File: src/rtl/reg_bus_pkg.sv
// Shared types and constants for the MPU register-bus master.
package reg_bus_pkg;

  localparam int unsigned REG_BUS_ADDR_WIDTH = 8;
  localparam int unsigned REG_BUS_DATA_WIDTH = 16;

  localparam logic [1:0] BE_LO   = 2'b01;
  localparam logic [1:0] BE_HI   = 2'b10;
  localparam logic [1:0] BE_BOTH = 2'b11;

  typedef enum logic [1:0] {
    IDLE,
    SETUP,
    STROBE,
    HOLD
  } reg_bus_state_e;

  function automatic int unsigned max3(input int unsigned a, input int unsigned b,
                                       input int unsigned c);
    int unsigned m;
    m = (a > b) ? a : b;
    return (m > c) ? m : c;
  endfunction

endpackage

File: src/rtl/reg_bus_phase_timer.sv
// Loadable down-counter shared by the setup, strobe and hold phases.
module reg_bus_phase_timer #(
  parameter int unsigned WIDTH = 2
) (
  input  logic             clk,
  input  logic             reset,
  input  logic             load,
  input  logic [WIDTH-1:0] load_val,
  output logic             tc
);

  logic [WIDTH-1:0] count_q, count_d;

  always_comb begin
    count_d = count_q;
    if (load) begin
      count_d = load_val;
    end else if (count_q != '0) begin
      count_d = count_q - 1'b1;
    end
  end

  always_ff @(posedge clk or posedge reset) begin
    if (reset) count_q <= '0;
    else       count_q <= count_d;
  end

  assign tc = (count_q == '0);

endmodule

File: src/rtl/reg_bus_master.sv
// Register-bus initiator: turns single-cycle commands into setup/strobe/hold bus cycles.
// Optional macro REG_BUS_WRITE_ACK_EN makes writes pulse rsp_valid as well.
module reg_bus_master
  import reg_bus_pkg::*;
#(
  parameter int unsigned ADDR_WIDTH    = REG_BUS_ADDR_WIDTH,
  parameter int unsigned DATA_WIDTH    = REG_BUS_DATA_WIDTH,
  parameter int unsigned SETUP_CYCLES  = 1,
  parameter int unsigned STROBE_CYCLES = 2,
  parameter int unsigned HOLD_CYCLES   = 1
) (
  input  logic                  clk,
  input  logic                  reset,
  input  logic                  cmd_valid,
  output logic                  cmd_ready,
  input  logic                  cmd_write,
  input  logic [ADDR_WIDTH-1:0] cmd_addr,
  input  logic [1:0]            cmd_be,
  input  logic [DATA_WIDTH-1:0] cmd_wdata,
  output logic                  rsp_valid,
  output logic [DATA_WIDTH-1:0] rsp_rdata,
  output logic                  bus_en,
  output logic                  bus_rd,
  output logic                  bus_wr,
  output logic [1:0]            bus_be,
  output logic [ADDR_WIDTH-1:0] bus_addr,
  output logic [DATA_WIDTH-1:0] bus_data_out,
  output logic                  bus_data_oe,
  input  logic [DATA_WIDTH-1:0] bus_data_in
);

  localparam int unsigned CNT_W = $clog2(max3(SETUP_CYCLES, STROBE_CYCLES, HOLD_CYCLES) + 1);
  localparam logic [CNT_W-1:0] SETUP_LD  = CNT_W'((SETUP_CYCLES  > 0) ? SETUP_CYCLES  - 1 : 0);
  localparam logic [CNT_W-1:0] STROBE_LD = CNT_W'((STROBE_CYCLES > 0) ? STROBE_CYCLES - 1 : 0);
  localparam logic [CNT_W-1:0] HOLD_LD   = CNT_W'((HOLD_CYCLES   > 0) ? HOLD_CYCLES   - 1 : 0);

  reg_bus_state_e        state_q, state_d;
  logic                  write_q, write_d;
  logic                  rsp_valid_q, rsp_valid_d;
  logic [DATA_WIDTH-1:0] rsp_rdata_q, rsp_rdata_d;
  logic                  bus_en_q, bus_en_d, bus_rd_q, bus_rd_d, bus_wr_q, bus_wr_d;
  logic                  bus_oe_q, bus_oe_d;
  logic [1:0]            bus_be_q, bus_be_d;
  logic [ADDR_WIDTH-1:0] bus_addr_q, bus_addr_d;
  logic [DATA_WIDTH-1:0] bus_dout_q, bus_dout_d;
  logic                  timer_load, timer_tc, done_rsp;
  logic [CNT_W-1:0]      timer_val;

  reg_bus_phase_timer #(.WIDTH(CNT_W)) u_timer (
    .clk      (clk),
    .reset    (reset),
    .load     (timer_load),
    .load_val (timer_val),
    .tc       (timer_tc)
  );

`ifdef REG_BUS_WRITE_ACK_EN
  assign done_rsp = 1'b1;
`else
  assign done_rsp = ~write_q;
`endif

  always_comb begin
    state_d     = state_q;
    write_d     = write_q;
    rsp_valid_d = 1'b0;
    rsp_rdata_d = rsp_rdata_q;
    bus_be_d    = bus_be_q;
    bus_addr_d  = bus_addr_q;
    bus_dout_d  = bus_dout_q;
    timer_load  = 1'b0;
    timer_val   = '0;
    unique case (state_q)
      IDLE: if (cmd_valid) begin
        write_d    = cmd_write;
        bus_be_d   = cmd_be;
        bus_addr_d = cmd_addr;
        bus_dout_d = cmd_wdata;
        timer_load = 1'b1;
        if (SETUP_CYCLES != 0) begin
          state_d   = SETUP;
          timer_val = SETUP_LD;
        end else begin
          state_d   = STROBE;
          timer_val = STROBE_LD;
        end
      end
      SETUP: if (timer_tc) begin
        state_d    = STROBE;
        timer_load = 1'b1;
        timer_val  = STROBE_LD;
      end
      STROBE: if (timer_tc) begin
        if (!write_q) rsp_rdata_d = bus_data_in;
        if (HOLD_CYCLES != 0) begin
          state_d    = HOLD;
          timer_load = 1'b1;
          timer_val  = HOLD_LD;
        end else begin
          state_d     = IDLE;
          rsp_valid_d = done_rsp;
        end
      end
      HOLD: if (timer_tc) begin
        state_d     = IDLE;
        rsp_valid_d = done_rsp;
      end
      default: state_d = IDLE;
    endcase
    // Bus pins are registered from the next state so they line up with the phase they belong to.
    bus_en_d = (state_d != IDLE);
    bus_rd_d = (state_d == STROBE) && !write_d;
    bus_wr_d = (state_d == STROBE) && write_d;
    bus_oe_d = (state_d != IDLE) && write_d;
  end

  always_ff @(posedge clk or posedge reset) begin
    if (reset) begin
      state_q     <= IDLE;
      write_q     <= 1'b0;
      rsp_valid_q <= 1'b0;
      rsp_rdata_q <= '0;
      bus_en_q    <= 1'b0;
      bus_rd_q    <= 1'b0;
      bus_wr_q    <= 1'b0;
      bus_oe_q    <= 1'b0;
      bus_be_q    <= '0;
      bus_addr_q  <= '0;
      bus_dout_q  <= '0;
    end else begin
      state_q     <= state_d;
      write_q     <= write_d;
      rsp_valid_q <= rsp_valid_d;
      rsp_rdata_q <= rsp_rdata_d;
      bus_en_q    <= bus_en_d;
      bus_rd_q    <= bus_rd_d;
      bus_wr_q    <= bus_wr_d;
      bus_oe_q    <= bus_oe_d;
      bus_be_q    <= bus_be_d;
      bus_addr_q  <= bus_addr_d;
      bus_dout_q  <= bus_dout_d;
    end
  end

  assign cmd_ready    = (state_q == IDLE);
  assign rsp_valid    = rsp_valid_q;
  assign rsp_rdata    = rsp_rdata_q;
  assign bus_en       = bus_en_q;
  assign bus_rd       = bus_rd_q;
  assign bus_wr       = bus_wr_q;
  assign bus_data_oe  = bus_oe_q;
  assign bus_be       = bus_be_q;
  assign bus_addr     = bus_addr_q;
  assign bus_data_out = bus_dout_q;

endmodule

File: config.mk
export PLATFORM = sky130hd
export DESIGN_NAME = reg_bus_master
export DESIGN_NICKNAME = d
export VERILOG_FILES = /design/src/rtl/reg_bus_pkg.sv /design/src/rtl/reg_bus_phase_timer.sv /design/src/rtl/reg_bus_master.sv
export SDC_FILE = /design/constraint.sdc
export NUM_CORES = 1
export LEC_CHECK = 0
export BUFFER_PORTS_ARGS = -buffer_cell sky130_fd_sc_hd__buf_2
export CAP_MARGIN = 10
export CELL_PAD_IN_SITES_DETAIL_PLACEMENT = 0
export CELL_PAD_IN_SITES_GLOBAL_PLACEMENT = 1
export CORE_MARGIN = 8
export CORE_UTILIZATION = 40
export DETAILED_ROUTE_END_ITERATION = 12
export GPL_TIMING_DRIVEN = 1
export PLACE_DENSITY = 0.9
export SLEW_MARGIN = 0
export SYNTH_ARGS = -nofsm -noshare
export SYNTH_HDL_FRONTEND = slang
export SYNTH_SLANG_ARGS = --single-unit
export TNS_END_PERCENT = 5
File: constraint.sdc
create_clock -name clk -period 3.1 [get_ports clk]
set_clock_uncertainty 0.15 [all_clocks]
set_input_delay 0.465 -clock clk [delete_from_list [all_inputs] [get_ports clk]]
set_output_delay 0.465 -clock clk [all_outputs]
set_load 0.01 [all_outputs]
==> results of run 1 <==
==> metrics by stage <==
step	util [%]	hold WS (ps)	cells	setup WS [ps]	instance area [um^2]
finish	52.4	32.0	310	818	2820
global route	52.4	70.4	310	666	2820
CTS	52.4	43.4	310	800	2820
detailed placement	50.4	337	302	845	2710
global placement	50.4	334	302	882	2710
floorplan	-	368	140	1230	2180
==> kinds of logic (layout without fill, tap and decap cells) <==
kind of cell	count (synthesis)	count (layout)	synth area share [%]
adders and majority gates	6	6	3.45
muxes	44	44	24.6
AOI/OAI and AO/OA	13	13	5.28
and+or+nand+nor	10	10	3.22
DFF	52	52	59.7
buffers and inverters	15	113	3.73
==> layout make-up <==
| cell class | instances | area, um^2 |
|---|---|---|
| Clock inverter | 3 | 42.5 |
| Tap cell | 72 | 90.1 |
| Sequential cell | 52 | 1300 |
| Clock buffer | 5 | 68.8 |
| Inverter | 10 | 37.5 |
| Multi-Input combinational cell | 73 | 796 |
| Fill cell | 470 | 2550 |
| Timing Repair Buffer | 95 | 480 |
==> worst max-delay path: cells and delay by family (launching register included) <==
kind                     cells  cell delay [ps]
adder cells (fa/ha/maj)      1              240
buffers and inverters        2              450
flip-flops                   1              450
multiplexers                 1              360
AND/OR/NAND/NOR              1              520
==> layer usage <==
metal	vias to the layer above	part of all wire, %
met2	27	59
met3	6	2.9
met1	727	37
li1	676	-
met4	0	1.6
met5	-	0
==> worst min path at each step <==
stage	endpoint	slack [ps]	depth (start not counted)
6_report	rsp_rdata[6]$_DFFE_PP0P_	30	2
4_1_cts	rsp_rdata[6]$_DFFE_PP0P_	40	2
5_1_grt	rsp_rdata[6]$_DFFE_PP0P_	70	2
3_3_place_gp	rsp_rdata[11]$_DFFE_PP0P_	330	1
2_1_floorplan	u_timer.count_q[1]$_DFFE_PP0P_	370	2
3_5_place_dp	rsp_rdata[0]$_DFFE_PP0P_	340	1
==> state kept, by name, summed over array words and instances, names as in the netlist <==
signal / count
u_timer.count_q: 2
bus_data_oe: 1
state_q: 2
bus_data_out: 16
bus_addr: 8
bus_en: 1
rsp_rdata: 16
bus_be: 2
bus_wr: 1
bus_rd: 1
write_q: 1
rsp_valid: 1
==> report_power, final <==
group / leakage [nW] / switching (W) / total (W) / internal [W]
Sequential: 0.618 / 0.000170 / 0.00119 / 0.00102
Clock: 0.0541 / 0.000214 / 0.000453 / 0.000239
Combinational: 0.806 / 0.000664 / 0.00138 / 0.000718
Total: 1.48 / 0.00105 / 0.00302 / 0.00197
==> cells in the final DEF, fill, tap and decap left out, types with 2 or more instances in the layout <==
cell type	count
a21oi_1	3
mux2_2	32
nor3_1	2
dfrtp_1	52
inv_1	8
nand2_1	3
inv_2	2
o21ai_0	2
buf_4	2
buf_2	93
ha_1	6
clkbuf_8	5
mux2_4	11
==> flow_metrics.py, run 1 <==
metrics = {
    "final_layout": {
        "area_growth_pct": 29.3,
        "nets": 289,
        "num_antenna_cells": 0,
        "drive_above_1_share_pct": 64.7,
    },
    "setup_path": {
        "crit_path_end": "bus_be[1]$_DFFE_PP0P_",
        "cp_data_arrival_time_ps": 2310,
        "crit_chain": "inv_1, ha_1, nand2_1, buf_4, mux2_2",
        "r2r-end": "bus_be[1]$_DFFE_PP0P_",
        "worstPathMaxFanout": 17,
        "r2r_slack_ps": 820,
        "crit_slowest_cell": "nand2_1",
        "end_kind": "flip-flop",
        "critPathRequiredTime_ps": 3130,
        "worst-setup-path-type": "flip-flop to flip-flop",
        "start_kind": "flip-flop",
        "reg2reg_from": "state_q[0]$_DFF_PP0_",
        "rr_worst_depth": 5,
        "startpoint": "state_q[0]$_DFF_PP0_",
        "cpPeakStageDelay_ps": 520,
    },
    "power_and_ir_drop": {
        "peakVddDrop_v": 0.000369,
        "power_density_nw_per_um2": 1070,
        "power_leakage_nw": 1.48,
        "total_power_w": 0.00302,
    },
    "clock_network": {
        "cts_buffers": 5,
        "insertion_delay_ps": 300,
        "cts_setup_buffers": 0,
        "clk_pin_slew_ps": 90,
        "cts_tree": "yes",
        "htreeDepth": 2,
        "hold_buffers": 0,
        "cts_sinks": 52,
        "cts_root_buffer": "clkbuf_8",
        "cts_resized": 0,
        "cts_max_path_buffers": 2,
    },
    "run": {
        "max-cap-violations": 0,
    },
    "yosys": {
        "post_synth_most_frequent_cells": "dfrtp_1, mux2_2, mux2_4",
        "syn_avg_cell_area_um2": 15.6,
        "yosys-top-cells-area": "dfrtp_1, mux2_2, mux2_4",
        "synth-edff-count": 0,
        "synth_top_area_cell": "dfrtp_1",
        "synth_most_common_cell": "dfrtp_1",
        "netlist_area_um2": 2180,
        "async_reset_ff_share_pct": 100,
        "synth_cells": 140,
        "yosysTopAreaCellShare_pct": 59.7,
        "ys_seq_elements": 52,
        "synthDistinctLibCells": 26,
        "yosysSeqAreaShare_pct": 59.7,
        "yosys_warnings": 0,
        "synth_nets": 192,
        "ys.flop_type": "dfrtp_1",
    },
    "floorplan": {
        "coreArea_um2": 5370,
        "initial_core_util_pct": 40.6,
        "die_x_um": 89.8,
        "ios": 94,
        "dieArea_um2": 8060,
        "die_h_um": 89.8,
        "rows": 27,
    },
    "detailed_routing": {
        "wl_per_cell_um": 15.6,
        "antenna_left": 0,
        "first_iter_violations": 35,
        "totalWireLength_mm": 4.82,
        "route.detailed.drc": 0,
        "dr_total_vias": 1436,
        "first_pass_iters": 4,
        "via_per_inst": 4.63,
    },
    "sta": {
        "tns_ps": 0,
        "max_freq_mhz": 438,
        "tightest_slew_ps": 693,
        "maxSlewViolCount": 0,
        "slew_headroom_pct": 53.7,
        "final.min_clock_period_ps": 2280,
        "period_share_pct": 73.6,
        "rsz0062_at_grt": "false",
        "hold_viol": 0,
        "setup-violations-final": 0,
    },
    "placed_design": {
        "place_hpwl_mm": 3.76,
        "io_buffers": 93,
        "place.gp.congestion": 0.729,
    },
    "global_routing": {
        "gr-total-overflow": 0,
        "grt_max_degree": 30,
        "use_met2_pct": 22.7,
        "grt_use_met1_pct": 13.3,
        "antenna_found_initial": 0,
        "grt_pass1_vias": 1593,
        "grt_pass1_wl_mm": 8.14,
        "grt_use_met3_pct": 1.91,
        "grtUsageTotal_pct": 12.2,
        "grt.busiest_layer": "met2",
    },
    "run_status": {
        "status": "complete, no violations",
    },
    "hold_path": {
        "min_path_type": "primary input to asynchronous set/reset pin",
    },
}
Power figures use the tool's default switching activity.
==> run 2, diff against run 1 <==
CORE_UTILIZATION = 33   (was 40)
PLACE_DENSITY = 0.8   (was 0.9)
clock period = 1.9 ns   (was 3.1 ns; I/O delays follow)
==> run 2 against run 1 <==
  * Worst hold slack improved by 31 ps
  * Non-clock buffer count up 4
  * Worst setup slack lost 710 ps
  * Sequential power grew 60%
  * Design area rose by 1.6%
  * Via count is 1.7% lower
  * Die area is 17% higher
  * Critical path type unchanged
  * Largest power group unchanged
==> flow_metrics.py, run 2 (synthesis gave the netlist of run 1 again) <==
metrics = {
    "sta": {
        "hold_viol": 0,
        "setup-violations-final": 0,
        "setup_slack_ps": 109,
        "rsz0062_at_grt": "false",
        "period_share_pct": 94.3,
        "hold_slack_ps": 63.2,
        "tns_ps": 0,
        "tightest_slew_ps": 379,
        "final.min_clock_period_ps": 1790,
        "slew_headroom_pct": 74.4,
        "max_freq_mhz": 558,
        "maxSlewViolCount": 0,
    },
    "detailed_routing": {
        "route.detailed.drc": 0,
        "via_per_inst": 4.45,
        "first_pass_iters": 4,
        "antenna_left": 0,
        "totalWireLength_mm": 4.76,
        "wl_per_cell_um": 15.0,
        "dr_total_vias": 1411,
        "first_iter_violations": 63,
    },
    "global_routing": {
        "gr-total-overflow": 0,
        "antenna_found_initial": 0,
        "grt_max_degree": 53,
        "grt_pass1_wl_mm": 8.07,
        "grt_pass1_vias": 1567,
        "grtUsageTotal_pct": 10.4,
    },
    "final_layout": {
        "final_common_cell": "buf_2",
        "finalNonFillerCells": 317,
        "nets": 293,
        "multiInputGateArea_um2": 801,
        "drive_above_1_share_pct": 65.4,
        "seq_area_um2": 1300,
        "num_antenna_cells": 0,
        "fillers": 617,
        "area_growth_pct": 31.3,
        "layout_common_cells": "buf_2, dfrtp_1, mux2_2, mux2_4, inv_1",
    },
    "clock_network": {
        "cts_root_buffer": "clkbuf_8",
        "cts_sinks": 52,
        "insertion_delay_ps": 290,
        "cts_tree": "yes",
        "clk_pin_slew_ps": 90,
        "htreeDepth": 2,
        "cts_max_path_buffers": 2,
        "cts_buffers": 5,
    },
    "floorplan": {
        "ios": 94,
        "dieArea_um2": 9460,
        "coreArea_um2": 6390,
        "die_x_um": 97.2,
        "rows": 29,
        "die_h_um": 97.2,
        "initial_core_util_pct": 34.1,
    },
    "placed_design": {
        "place.gp.congestion": 0.721,
        "io_buffers": 93,
        "place_hpwl_mm": 3.66,
        "dp.cells": 310,
        "place_ws_ps": 69.6,
    },
    "power_and_ir_drop": {
        "power_density_nw_per_um2": 1720,
        "power_leakage_nw": 1.50,
        "peakVddDrop_v": 0.000646,
    },
    "setup_path": {
        "start_kind": "flip-flop",
        "cp_data_arrival_time_ps": 1840,
        "critPathRequiredTime_ps": 1950,
        "end_kind": "flip-flop",
        "worstPathMaxFanout": 5,
        "worst-setup-path-type": "flip-flop to flip-flop",
    },
    "run": {
        "max-cap-violations": 0,
    },
    "hold_path": {
        "min_path_type": "primary input to flip-flop",
    },
    "run_status": {
        "status": "complete, no violations",
    },
}
==> run 2: cell types whose count changed in the layout (fill, tap and decap cells not counted) <==
cell and delta:
buf_12 +1, buf_4 +2, clkinv_2 -1, clkinvlp_4 -1, dlygate4sd3_1 +1, ha_1 -2, ha_2 +2
==> run 2: critical path, stage by stage (launching register included) <==
cell,delay (ps)
dfrtp_1,420
inv_1,120
ha_2,260
mux2_4,330
o32ai_4,150
inv_2,70
nor3_1,200
==> run 2: worst paths after layout <==
kind                       depth (start not counted)  slack (ps)                     from                          end
setup / recovery                                   6         110     state_q[1]$_DFF_PP0_             bus_rd$_DFF_PP0_
hold / removal                                     2          60             cmd_wdata[5]  bus_data_out[5]$_DFFE_PP0P_
setup reg to reg                                   6         110     state_q[1]$_DFF_PP0_             bus_rd$_DFF_PP0_
hold reg to reg                                    1         350  bus_addr[3]$_DFFE_PP0P_      bus_addr[3]$_DFFE_PP0P_
max in group asynchronous                          4         940                    reset            write_q$_DFF_PP0_
min in group asynchronous                          4         410                    reset        bus_be[1]$_DFFE_PP0P_
==> run 2: metal layers <==
metal	routed length [um]	share of wire (%)	track usage, %
met5	0	0	0
met4	58	1.2	4.20
met3	271	5.7	3.20
met2	2390	50	17.2
met1	2050	43	12.2
==> run 2: repair_timing <==
action,CTS,global route
endpoints found under the hold margin,52,0
resized for setup,0,2
buffers inserted,0,0
hold buffers,1,0
setup endpoints to repair,0,18
==> run 2: final cells by class <==
class                   instances  share of cell area [%]
clock inverters                 1                    1.05
repair buffers                 99                    18.4
multi-input cells              73                    28.0
flip-flops and latches         52                    45.5
inverters                      10                    1.31
clock buffers                   5                    2.41
well taps                      77                    3.37
==> run 2: report_power, final <==
group          total [W]  internal (W)  switching (W)
combinational    0.00230       0.00121        0.00109
sequential       0.00190       0.00166       0.000245
clock           0.000718      0.000379       0.000339
total            0.00493       0.00325        0.00167
==> run 2: metrics by stage <==
step	total power [W]	util (%)	cell area (um^2)
after detailed placement	0.00427	43.0	2750
after global routing	0.00532	44.8	2860
after global placement	0.00422	43.0	2750
after CTS	0.00501	44.7	2860
final	0.00493	44.8	2860
after floorplan	0.00346	-	2180
